File: config.mk
export PLATFORM = sky130hd
export DESIGN_NAME = dds_pulse_gen_flat
export DESIGN_NICKNAME = d
export VERILOG_FILES = /design/src/rtl/dds_pulse_gen_if.sv /design/src/rtl/dds_pulse_gen.sv /design/src/flat_wrapper.sv
export SDC_FILE = /design/constraint.sdc
export NUM_CORES = 1
export LEC_CHECK = 0
export ABC_AREA = 1
export CAP_MARGIN = 20
export CORE_MARGIN = 4
export CORE_UTILIZATION = 55
export DETAILED_ROUTE_END_ITERATION = 6
export PLACE_DENSITY_LB_ADDON = 0.25
export SYNTH_ARGS = -nofsm -noshare
export SYNTH_HDL_FRONTEND = slang
export SYNTH_SLANG_ARGS = --single-unit
File: constraint.sdc
create_clock -name clk -period 10.1 [get_ports clk]
set_input_delay 1.515 -clock clk [delete_from_list [all_inputs] [get_ports clk]]
set_output_delay 1.515 -clock clk [all_outputs]
set_load 0.1 [all_outputs]
File: src/rtl/dds_pulse_gen_if.sv
// Signal bundle for dds_pulse_gen: phase beats in, config handshake, run control, sample stream out.
// Latency/backpressure are properties of the generator; this file only groups the wires.
// Optional PULSE_EDGE_STROBE_EN adds rise_strobe/fall_strobe to the bundle.
interface dds_pulse_gen_if #(
  parameter int BITWIDTH     = 32,
  parameter int PA_OUT_WIDTH = 14,
  parameter int BURST_WIDTH  = 16
);
  logic                       phase_valid;
  logic [PA_OUT_WIDTH-1:0]    phase_value;
  logic                       cfg_valid;
  logic                       cfg_ready;
  logic [PA_OUT_WIDTH-1:0]    cfg_duty;
  logic [BITWIDTH-2:0]        cfg_amp;
  logic                       cfg_bipolar;
  logic                       cfg_invert;
  logic                       start;
  logic                       stop;
  logic [BURST_WIDTH-1:0]     burst_len;
  logic signed [BITWIDTH-1:0] pulse_out;
  logic                       pulse_valid;
  logic                       pulse_level;
  logic                       wrap;
  logic                       busy;
`ifdef PULSE_EDGE_STROBE_EN
  logic                       rise_strobe;
  logic                       fall_strobe;
`endif

  // Upstream/downstream side: feeds phase, config and control, consumes samples
  modport master (
`ifdef PULSE_EDGE_STROBE_EN
    input  rise_strobe, fall_strobe,
`endif
    output phase_valid, phase_value, cfg_valid, cfg_duty, cfg_amp, cfg_bipolar,
    output cfg_invert, start, stop, burst_len,
    input  cfg_ready, pulse_out, pulse_valid, pulse_level, wrap, busy
  );

  // Generator side
  modport slave (
`ifdef PULSE_EDGE_STROBE_EN
    output rise_strobe, fall_strobe,
`endif
    input  phase_valid, phase_value, cfg_valid, cfg_duty, cfg_amp, cfg_bipolar,
    input  cfg_invert, start, stop, burst_len,
    output cfg_ready, pulse_out, pulse_valid, pulse_level, wrap, busy
  );
endinterface

File: src/rtl/dds_pulse_gen.sv
// Square/PWM stage of the DDS chain: phase < duty sets the level, level selects +amp / -amp / 0.
// Latency: 1 cycle from a phase_valid beat to pulse_out/pulse_valid/wrap; outputs hold between beats.
// Backpressure: none on the phase stream; config uses a shadow register, cfg_ready low while a load is pending.
// Optional PULSE_EDGE_STROBE_EN adds rise_strobe/fall_strobe on level changes while running.
module dds_pulse_gen #(
  parameter int BITWIDTH     = 32,
  parameter int PA_OUT_WIDTH = 14,
  parameter int BURST_WIDTH  = 16
) (
  input logic           clk,
  input logic           rst_n,
  dds_pulse_gen_if.slave io
);

  // Reset config reproduces the legacy MSB square wave at full positive scale
  localparam logic [PA_OUT_WIDTH-1:0] DUTY_RST = {1'b1, {(PA_OUT_WIDTH-1){1'b0}}};
  localparam logic [BITWIDTH-2:0]     AMP_RST  = {(BITWIDTH-1){1'b1}};

  typedef enum logic [1:0] {IDLE, ARM, RUN, STOP} state_t;

  state_t                  state;
  logic [BURST_WIDTH-1:0]  cnt;
  logic [BURST_WIDTH-1:0]  blen;
  logic [PA_OUT_WIDTH-1:0] prev_phase;
  logic                    have_prev;

  logic [PA_OUT_WIDTH-1:0] act_duty, sh_duty;
  logic [BITWIDTH-2:0]     act_amp, sh_amp;
  logic                    act_bip, sh_bip;
  logic                    act_inv, sh_inv;
  logic                    pending;

  logic                    wrap_det;
  logic                    load_cfg;
  logic                    use_sh;
  logic [PA_OUT_WIDTH-1:0] eff_duty;
  logic [BITWIDTH-2:0]     eff_amp;
  logic                    eff_bip;
  logic                    eff_inv;
  logic                    lvl;
  logic [BITWIDTH-1:0]     amp_ext;
  logic [BITWIDTH-1:0]     sample;
  logic                    last_period;
  logic                    act_beat;

  // A period starts on the first beat after idle or when the phase word steps backwards
  assign wrap_det = io.phase_valid & (~have_prev | (io.phase_value < prev_phase));

  // Shadow goes live at a period boundary, or immediately when nothing is running
  assign load_cfg = pending & (wrap_det | (state == IDLE));

  // The boundary beat that performs the load already uses the new settings
  assign use_sh   = pending & wrap_det;
  assign eff_duty = use_sh ? sh_duty : act_duty;
  assign eff_amp  = use_sh ? sh_amp  : act_amp;
  assign eff_bip  = use_sh ? sh_bip  : act_bip;
  assign eff_inv  = use_sh ? sh_inv  : act_inv;

  assign lvl     = (io.phase_value < eff_duty) ^ eff_inv;
  assign amp_ext = {1'b0, eff_amp};
  assign sample  = lvl ? amp_ext : (eff_bip ? (~amp_ext + 1'b1) : '0);

  assign io.cfg_ready = ~pending;
  assign io.busy      = (state != IDLE);

  // Decide whether the current beat is emitted as an active sample
  always_comb begin
    last_period = (blen != '0) && (cnt == blen);
    act_beat    = 1'b0;
    case (state)
      ARM:     act_beat = wrap_det & ~io.stop;
      RUN:     act_beat = io.phase_valid & ~(wrap_det & last_period);
      STOP:    act_beat = io.phase_valid & ~wrap_det;
      default: act_beat = 1'b0;
    endcase
  end

  // Run-state sequencing, burst period count and phase history
  always_ff @(posedge clk or negedge rst_n) begin
    if (!rst_n) begin
      state      <= IDLE;
      cnt        <= '0;
      blen       <= '0;
      prev_phase <= '0;
      have_prev  <= 1'b0;
    end else begin
      if (io.phase_valid) begin
        prev_phase <= io.phase_value;
        have_prev  <= 1'b1;
      end
      case (state)
        IDLE: begin
          if (io.start) begin
            state <= ARM;
            blen  <= io.burst_len;
            cnt   <= '0;
          end
        end
        ARM: begin
          if (io.stop) begin
            state     <= IDLE;
            have_prev <= 1'b0;
          end else if (wrap_det) begin
            state <= RUN;
            cnt   <= BURST_WIDTH'(1);
          end
        end
        RUN: begin
          if (wrap_det && last_period) begin
            state     <= IDLE;
            have_prev <= 1'b0;
          end else begin
            if (wrap_det && (blen != '0)) cnt <= cnt + 1'b1;
            if (io.stop) state <= STOP;
          end
        end
        STOP: begin
          if (wrap_det) begin
            state     <= IDLE;
            have_prev <= 1'b0;
          end
        end
        default: state <= IDLE;
      endcase
    end
  end

  // Config shadow capture and period-aligned transfer to the active set
  always_ff @(posedge clk or negedge rst_n) begin
    if (!rst_n) begin
      pending  <= 1'b0;
      sh_duty  <= '0;
      sh_amp   <= '0;
      sh_bip   <= 1'b0;
      sh_inv   <= 1'b0;
      act_duty <= DUTY_RST;
      act_amp  <= AMP_RST;
      act_bip  <= 1'b0;
      act_inv  <= 1'b1;
    end else if (io.cfg_valid && !pending) begin
      pending <= 1'b1;
      sh_duty <= io.cfg_duty;
      sh_amp  <= io.cfg_amp;
      sh_bip  <= io.cfg_bipolar;
      sh_inv  <= io.cfg_invert;
    end else if (load_cfg) begin
      pending  <= 1'b0;
      act_duty <= sh_duty;
      act_amp  <= sh_amp;
      act_bip  <= sh_bip;
      act_inv  <= sh_inv;
    end
  end

  // Registered sample stream; values only move on valid beats
  always_ff @(posedge clk or negedge rst_n) begin
    if (!rst_n) begin
      io.pulse_valid <= 1'b0;
      io.pulse_out   <= '0;
      io.pulse_level <= 1'b0;
      io.wrap        <= 1'b0;
    end else begin
      io.pulse_valid <= io.phase_valid;
      if (io.phase_valid) begin
        io.pulse_out   <= act_beat ? sample : '0;
        io.pulse_level <= act_beat & lvl;
        io.wrap        <= wrap_det;
      end
    end
  end

`ifdef PULSE_EDGE_STROBE_EN
  logic running;
  assign running = (state == RUN) || (state == STOP);

  // Level-change strobes between consecutive beats of an established run
  always_ff @(posedge clk or negedge rst_n) begin
    if (!rst_n) begin
      io.rise_strobe <= 1'b0;
      io.fall_strobe <= 1'b0;
    end else if (io.phase_valid) begin
      io.rise_strobe <= running & act_beat &  lvl & ~io.pulse_level;
      io.fall_strobe <= running & act_beat & ~lvl &  io.pulse_level;
    end
  end
`endif

endmodule

File: src/flat_wrapper.sv
// flat-port wrapper written by rule: the top's interface ports become plain ports
module dds_pulse_gen_flat 
#(
  parameter int BITWIDTH     = 32,
  parameter int PA_OUT_WIDTH = 14,
  parameter int BURST_WIDTH  = 16
)
  (clk, rst_n, io_phase_valid, io_phase_value, io_cfg_valid, io_cfg_duty, io_cfg_amp, io_cfg_bipolar, io_cfg_invert, io_start, io_stop, io_burst_len, io_cfg_ready, io_pulse_out, io_pulse_valid, io_pulse_level, io_wrap, io_busy);
  dds_pulse_gen_if #(.BITWIDTH(BITWIDTH), .PA_OUT_WIDTH(PA_OUT_WIDTH), .BURST_WIDTH(BURST_WIDTH)) io_i ();
  input logic clk;
  input logic rst_n;
  input wire logic [$bits(io_i.phase_valid)-1:0] io_phase_valid;
  input wire logic [$bits(io_i.phase_value)-1:0] io_phase_value;
  input wire logic [$bits(io_i.cfg_valid)-1:0] io_cfg_valid;
  input wire logic [$bits(io_i.cfg_duty)-1:0] io_cfg_duty;
  input wire logic [$bits(io_i.cfg_amp)-1:0] io_cfg_amp;
  input wire logic [$bits(io_i.cfg_bipolar)-1:0] io_cfg_bipolar;
  input wire logic [$bits(io_i.cfg_invert)-1:0] io_cfg_invert;
  input wire logic [$bits(io_i.start)-1:0] io_start;
  input wire logic [$bits(io_i.stop)-1:0] io_stop;
  input wire logic [$bits(io_i.burst_len)-1:0] io_burst_len;
  output wire logic [$bits(io_i.cfg_ready)-1:0] io_cfg_ready;
  output wire logic [$bits(io_i.pulse_out)-1:0] io_pulse_out;
  output wire logic [$bits(io_i.pulse_valid)-1:0] io_pulse_valid;
  output wire logic [$bits(io_i.pulse_level)-1:0] io_pulse_level;
  output wire logic [$bits(io_i.wrap)-1:0] io_wrap;
  output wire logic [$bits(io_i.busy)-1:0] io_busy;
  assign io_i.phase_valid = io_phase_valid;
  assign io_i.phase_value = io_phase_value;
  assign io_i.cfg_valid = io_cfg_valid;
  assign io_i.cfg_duty = io_cfg_duty;
  assign io_i.cfg_amp = io_cfg_amp;
  assign io_i.cfg_bipolar = io_cfg_bipolar;
  assign io_i.cfg_invert = io_cfg_invert;
  assign io_i.start = io_start;
  assign io_i.stop = io_stop;
  assign io_i.burst_len = io_burst_len;
  assign io_cfg_ready = io_i.cfg_ready;
  assign io_pulse_out = io_i.pulse_out;
  assign io_pulse_valid = io_i.pulse_valid;
  assign io_pulse_level = io_i.pulse_level;
  assign io_wrap = io_i.wrap;
  assign io_busy = io_i.busy;
  dds_pulse_gen #(.BITWIDTH(BITWIDTH), .PA_OUT_WIDTH(PA_OUT_WIDTH), .BURST_WIDTH(BURST_WIDTH)) u_core (.clk(clk), .rst_n(rst_n), .io(io_i));
endmodule
* Word level (Yosys, flattened, before mapping)
Index checks and enable logic that the tools add are counted.
W data, S select, Z words.
** Storage, ports and cells
- Input port bits :: 83
- Output and inout bits :: 37
- Register bits after elaboration :: 179
** Operators by class
- Reduce and logical (&&, ||, !) cells :: 14
- Eq/ne operators :: 12
- Add/subtract/negate cells :: 2
- Magnitude comparators :: 2
- Bitwise gates (word level) :: 18
- Muxes and demuxes :: 28
** Operators by type and width (count)
- $mux W32 :: 3
- $mux W16 :: 5
- $pmux W16 S3 :: 1
- $add A32 B1 Y32 const B :: 1
- $not A31 Y32 :: 1
- $mux W31 :: 1
- $lt A14 B14 Y1 :: 2
- $add A16 B1 Y16 const B :: 1
- $eq A16 B16 Y1 :: 1
- $reduce_bool A16 Y1 :: 1
- $mux W14 :: 1
- $mux W2 :: 6
- $and A1 B1 Y1 :: 8
- $mux W1 :: 8
- $pmux W2 S4 :: 1
- $ne A2 B1 Y1 const B :: 3
- $ne A2 B2 Y1 const B :: 3
- $ne A3 B2 Y1 const B :: 2
- $not A1 Y1 :: 6
- $pmux W1 S3 :: 2
- $reduce_and A6 Y1 :: 1
- $eq A2 B2 Y1 const B :: 2
- $logic_and A1 B1 Y1 :: 4
- $reduce_and A2 Y1 :: 2
- 8 further kinds :: 10

* Longest topological paths before layout
- Depth after elaboration :: 10
- Gate-level depth with buffers :: 27

* Worst setup path before layout
No wires, ideal clock.
- Path type :: input-to-reg
- From :: in io_phase_value[13]
- To :: reg u_core.io.pulse_out[11]
- Path buffers :: 3
- Cell stages on the path :: 25
- Path slack :: 5.350 ns
- Data arrival time :: 4.630 ns
- Cells stage by stage :: ha_1 > nand2_1 > inv_1 > nand2_1 > nand2_1 > a21oi_2 > nand2_2 > nand2_4 > nand3_4 > inv_1 > clkbuf_1 > clkbuf_1 > nand2_1 > o21ai_0 > ha_1 > a21oi_1 > nor2_1 > a211oi_1 > o221a_2 > nand3_1 > nand3_1 > buf_2 > nand2_1 > nand2_1 > nand2_1
** Between the ends
- Word-level cells in the longest chain between the ends :: 10
** Ends and longest elaborated chain
- from (decl) :: line flat_wrapper.sv:13 : input wire logic [$bits(io_i.phase_value)-1:0] io_phase_value;
- $lt A14 B14 Y1 :: line dds_pulse_gen.sv:47 : assign wrap_det = io.phase_valid & (~have_prev | (io.phase_value < prev_phase));
- $or A1 B1 Y1 :: line dds_pulse_gen.sv:47
- $and A1 B1 Y1 :: line dds_pulse_gen.sv:47
- $and A1 B1 Y1 :: line dds_pulse_gen.sv:53 : assign use_sh = pending & wrap_det;
- $mux W31 :: line dds_pulse_gen.sv:55 : assign eff_amp = use_sh ? sh_amp : act_amp;
- $not A31 Y32 :: line dds_pulse_gen.sv:61 : assign sample = lvl ? amp_ext : (eff_bip ? (~amp_ext + 1'b1) : '0);
- $add A32 B1 Y32 :: line dds_pulse_gen.sv:61
- $mux W32 (2 in series) :: line dds_pulse_gen.sv:61
- $mux W32 * :: line dds_pulse_gen.sv:165 : io.pulse_out <= act_beat ? sample : '0;
- to (signal assigned) :: line dds_pulse_gen.sv:165
- to (decl) :: line dds_pulse_gen_if.sv:47 : output cfg_ready, pulse_out, pulse_valid, pulse_level, wrap, busy
Mark *: on every way between the ends. The rest lies on a longest branch, timed or not.
A chain may end at the register's enable or synchronous reset.

* Worst setup path in the final report
- From :: in io_phase_value[13]
- To :: reg u_core.io.pulse_out[0]
Same word-level chain as after synthesis.

==> metrics.md <==
| Metric | Value |
|---|---|
| Worst r2r dst | `u_core.io.pulse_out[0]$_DFFE_PN0P_` |
| Fin crit period | `6.40 ns` |
| Row cnt | `49` |
| Maximum clock insertion buffer count | `2` |
| Post-CTS Hold Buffers | `0` |
| GRT overflow | `0` |
| Placed Cells | `1635` |
| N_diodes | `0` |
| Area Growth Syn to Fin | `18.7%` |
| Synth warn | `0` |
| Post-Syn Area | `approximately 10000 sq um` |
| Final hold violations | `0` |
| Final core utilization | `66.3%` |
| Outcome | `finished, final reports clean` |
| Most frequent cell after synthesis | `nand2_1` |
| Top post-synthesis cells by area | `dfrtp_1 (36%), nand2_1 (15%), dfstp_2 (8.6%), inv_1 (5.9%), o21ai_0 (4.6%)` |
| Die width | `143 um` |
| Top_reg_cell synth | `dfrtp_1` |
| Register area share after synthesis | `between 40% and 50%` |
| RSZ-0062 raised after global routing | `no` |
| CP required | `10.47 ns` |
| Mux contribution to synthesized area | `1.35%` |
| Post-synth EDFFs | `0` |
| Post-synthesis simple-gate area fraction | `a little under a third` |
| Vias in the first global route | `8275` |
| Setup WS post-layout | `3.70 ns` |
| Setup TNS | `0 ns` |
| Post-DP HPWL | `17.3 mm` |
| Largest net degree at the start of global routing | `~100` |
| Post-synthesis cell count | `between 1000 and 1500` |
| Yosys reg bits | `179` |
| Design area | `around 12000 sq um` |
| Count of cell types in the netlist | `45` |
| Port Buffer Count | `119` |
| WL per Instance | `around 15 um` |
| CTS sink cnt | `~180` |
| Synth Area in Compound Gates | `under 10%` |
| CTS resizes | `0` |
| Top cell type's share of synthesized area | `36.4%` |
| Placed inst area | `approximately 11000 sq um` |
| Final Cycle Share | `63.4%` |
| Worst Setup Start Kind | `primary input` |
| CP Capture Type | `register` |
| Die Y-Extent | `143 um` |
| Min-delay worst type | `register to register` |
| Routed Wire Length | `24.5 mm` |
| Crit path to | `u_core.io.pulse_out[0]$_DFFE_PN0P_` |
| Worst Setup SP | `io_phase_value[13]` |
| Peak supply drop | `0.320 mV` |
| DR vias | `just under 9000` |
| Setup WS pre-CTS | `approximately 3.2 ns` |
| Final Slew Violations | `0` |
| Final nets | `1542` |
| IO Count | `120` |
| Post-synth ARST share | `100%` |
| Synth cell count leaders | `nand2_1 (405), inv_1 (157), dfrtp_1 (146)` |
| Initial antenna violation count | `0` |
| Core box area | `roughly 18000 sq um` |
| Data arrival time of the worst path | `6.77 ns` |
| Share of cells above drive strength 1 | `8.96%` |
| CP Class | `primary input to register` |
| Final ANT Viol Nets | `0` |
| R2r worst-path depth | `23` |
| Initial Util | `55.8%` |
| CTS tree | `built` |
| Routed vias/inst | `roughly 5.3` |
| # setup viols final | `0` |
| Iter 0 DRT Violations | `680` |
| Clock skew | `between 0.01 and 0.015 ns` |
| Root buf cell | `clkbuf_16` |
| Largest family of logic cells by synthesized area | `simple AND/OR/NAND/NOR gates` |
| Pwr dens | `332 nW/um^2` |
| First-pass GRT wire length | `between 40 and 50 mm` |
| Rel. slew slack | `34.6%` |
| Die Area | `a little over 20000 sq um` |
| Tightest Pin Transition | `approximately 0.98 ns` |
| Post-synthesis area per instance | `7.51 sq um` |
| Static leakage | `5.82 nW` |
| Final non-filler cell total | `1668` |
| FF-to-FF setup slack | `4.92 ns` |
| Reg clk slew, reported paths | `0.07 ns` |
| DRC Markers | `0` |
| Max FO, Critical Path | `34` |
| Clock latency on the worst-skew pair | `roughly 0.44 ns` |
| Post-CTS setup buffer count | `0` |
| Fmax | `156 MHz` |
| Max-cap violations | `0` |
| Synth area leader | `dfrtp_1` |
| XOR/XNOR Fraction of Synth Area | `1.22%` |
| Placer congestion estimate | `roughly 0.92` |
| Worst r2r src | `u_core.prev_phase[5]$_DFFE_PN0P_` |
| Synth Area in Adders | `4.12%` |
| Syn nets | `roughly 1500` |
| Gr usage total | `24.6%` |
| CTS buffer count | `17` |
| DRT Pass-1 Iters | `5` |
| H-tree depth | `4` |
| Fillcell total | `1545` |
## power breakdown
| part | switching [mW] | internal, mW |
|---|---|---|
| Combinational | 1.49 | 0.584 |
| Clock | 0.279 | 0.386 |
| Sequential | 0.150 | 1.07 |
## flip-flops by register name, indices dropped and copies added (netlist names), 2 cells and up
signal	flops
u_core.state	2
u_core.act_duty	14
u_core.cnt	16
u_core.act_amp	31
u_core.io.pulse_out	32
u_core.blen	16
u_core.sh_duty	14
u_core.sh_amp	31
u_core.prev_phase	14
## worst max-delay path, cell delays in order
cell,delay [ns]
clkdlybuf4s50_1,0.48
ha_1,0.34
nand2_1,0.10
inv_1,0.04
nand2_1,0.06
nand2_1,0.06
a21oi_2,0.11
nand2_2,0.10
nand2_4,0.31
nand3_4,0.43
inv_1,0.71
o21ai_0,0.19
ha_1,0.33
nand2_1,0.11
nor2_1,0.05
a211oi_1,0.21
o221a_2,0.28
nand2_1,0.09
nand2_1,0.17
nand3_1,0.66
nand2_1,0.24
nand2_1,0.08
nand2_1,0.06
## layer usage
layer	GRT usage [%]	share of wire, %
met5	0	0
met4	6.15	1.3
met3	4.39	6.9
met2	37.8	45
met1	36.5	47
## metrics by stage
stage | hold WS (ns) | power (mW)
2_1_floorplan | 0.434 | 2.76
3_3_place_gp | 0.447 | 3.21
3_5_place_dp | 0.462 | 3.26
4_1_cts | 0.477 | 3.93
5_1_grt | 0.482 | 4.24
6_report | 0.476 | 3.95
## kinds of logic (layout without fill, tap and decap cells)
logic type / count (synthesis) / in the layout
compound gates: 181 / 181
xor+xnor: 14 / 14
fa+ha+maj: 33 / 33
buf+inv: 216 / 320
flops: 179 / 179
mux: 12 / 12
simple gates: 700 / 700
## final cells by class
type / instances / area [sq um] / area share, %
Tap cell: 229 / 287 / 2.41
Clock buffer: 25 / 485 / 4.08
Inverter: 164 / 616 / 5.17
Clock inverter: 7 / 98.8 / 0.830
Timing Repair Buffer: 124 / 1240 / 10.5
Multi-Input combinational cell: 940 / 4660 / 39.1
Sequential cell: 179 / 4520 / 38.0
## how the worst min path moves through the flow
stage | startpoint | slack, ns | endpoint | depth (start not counted)
final | u_core.act_bip$_DFFE_PN0P_ | 0.48 | u_core.act_bip$_DFFE_PN0P_ | 2
after global routing | u_core.act_bip$_DFFE_PN0P_ | 0.48 | u_core.act_bip$_DFFE_PN0P_ | 2
after CTS | u_core.act_bip$_DFFE_PN0P_ | 0.48 | u_core.act_bip$_DFFE_PN0P_ | 2
after detailed placement | u_core.act_bip$_DFFE_PN0P_ | 0.46 | u_core.act_bip$_DFFE_PN0P_ | 2
after global placement | u_core.act_bip$_DFFE_PN0P_ | 0.45 | u_core.act_bip$_DFFE_PN0P_ | 2
after floorplan | u_core.act_bip$_DFFE_PN0P_ | 0.43 | u_core.act_bip$_DFFE_PN0P_ | 2
## cells in the final DEF (no fill, tap or decap), drive strengths merged, types with 7 or more instances in the layout
master	count
nor3	12
buf	7
o21ai	99
nand4	36
clkdlybuf4s50	117
dfstp	33
dfrtp	146
clkbuf	25
a21oi	68
mux2	12
nor2	132
xnor2	10
nand2	426
ha	33
nand3b	9
inv	164
nand3	76
Note: power is estimated with default switching activity, not from simulation.
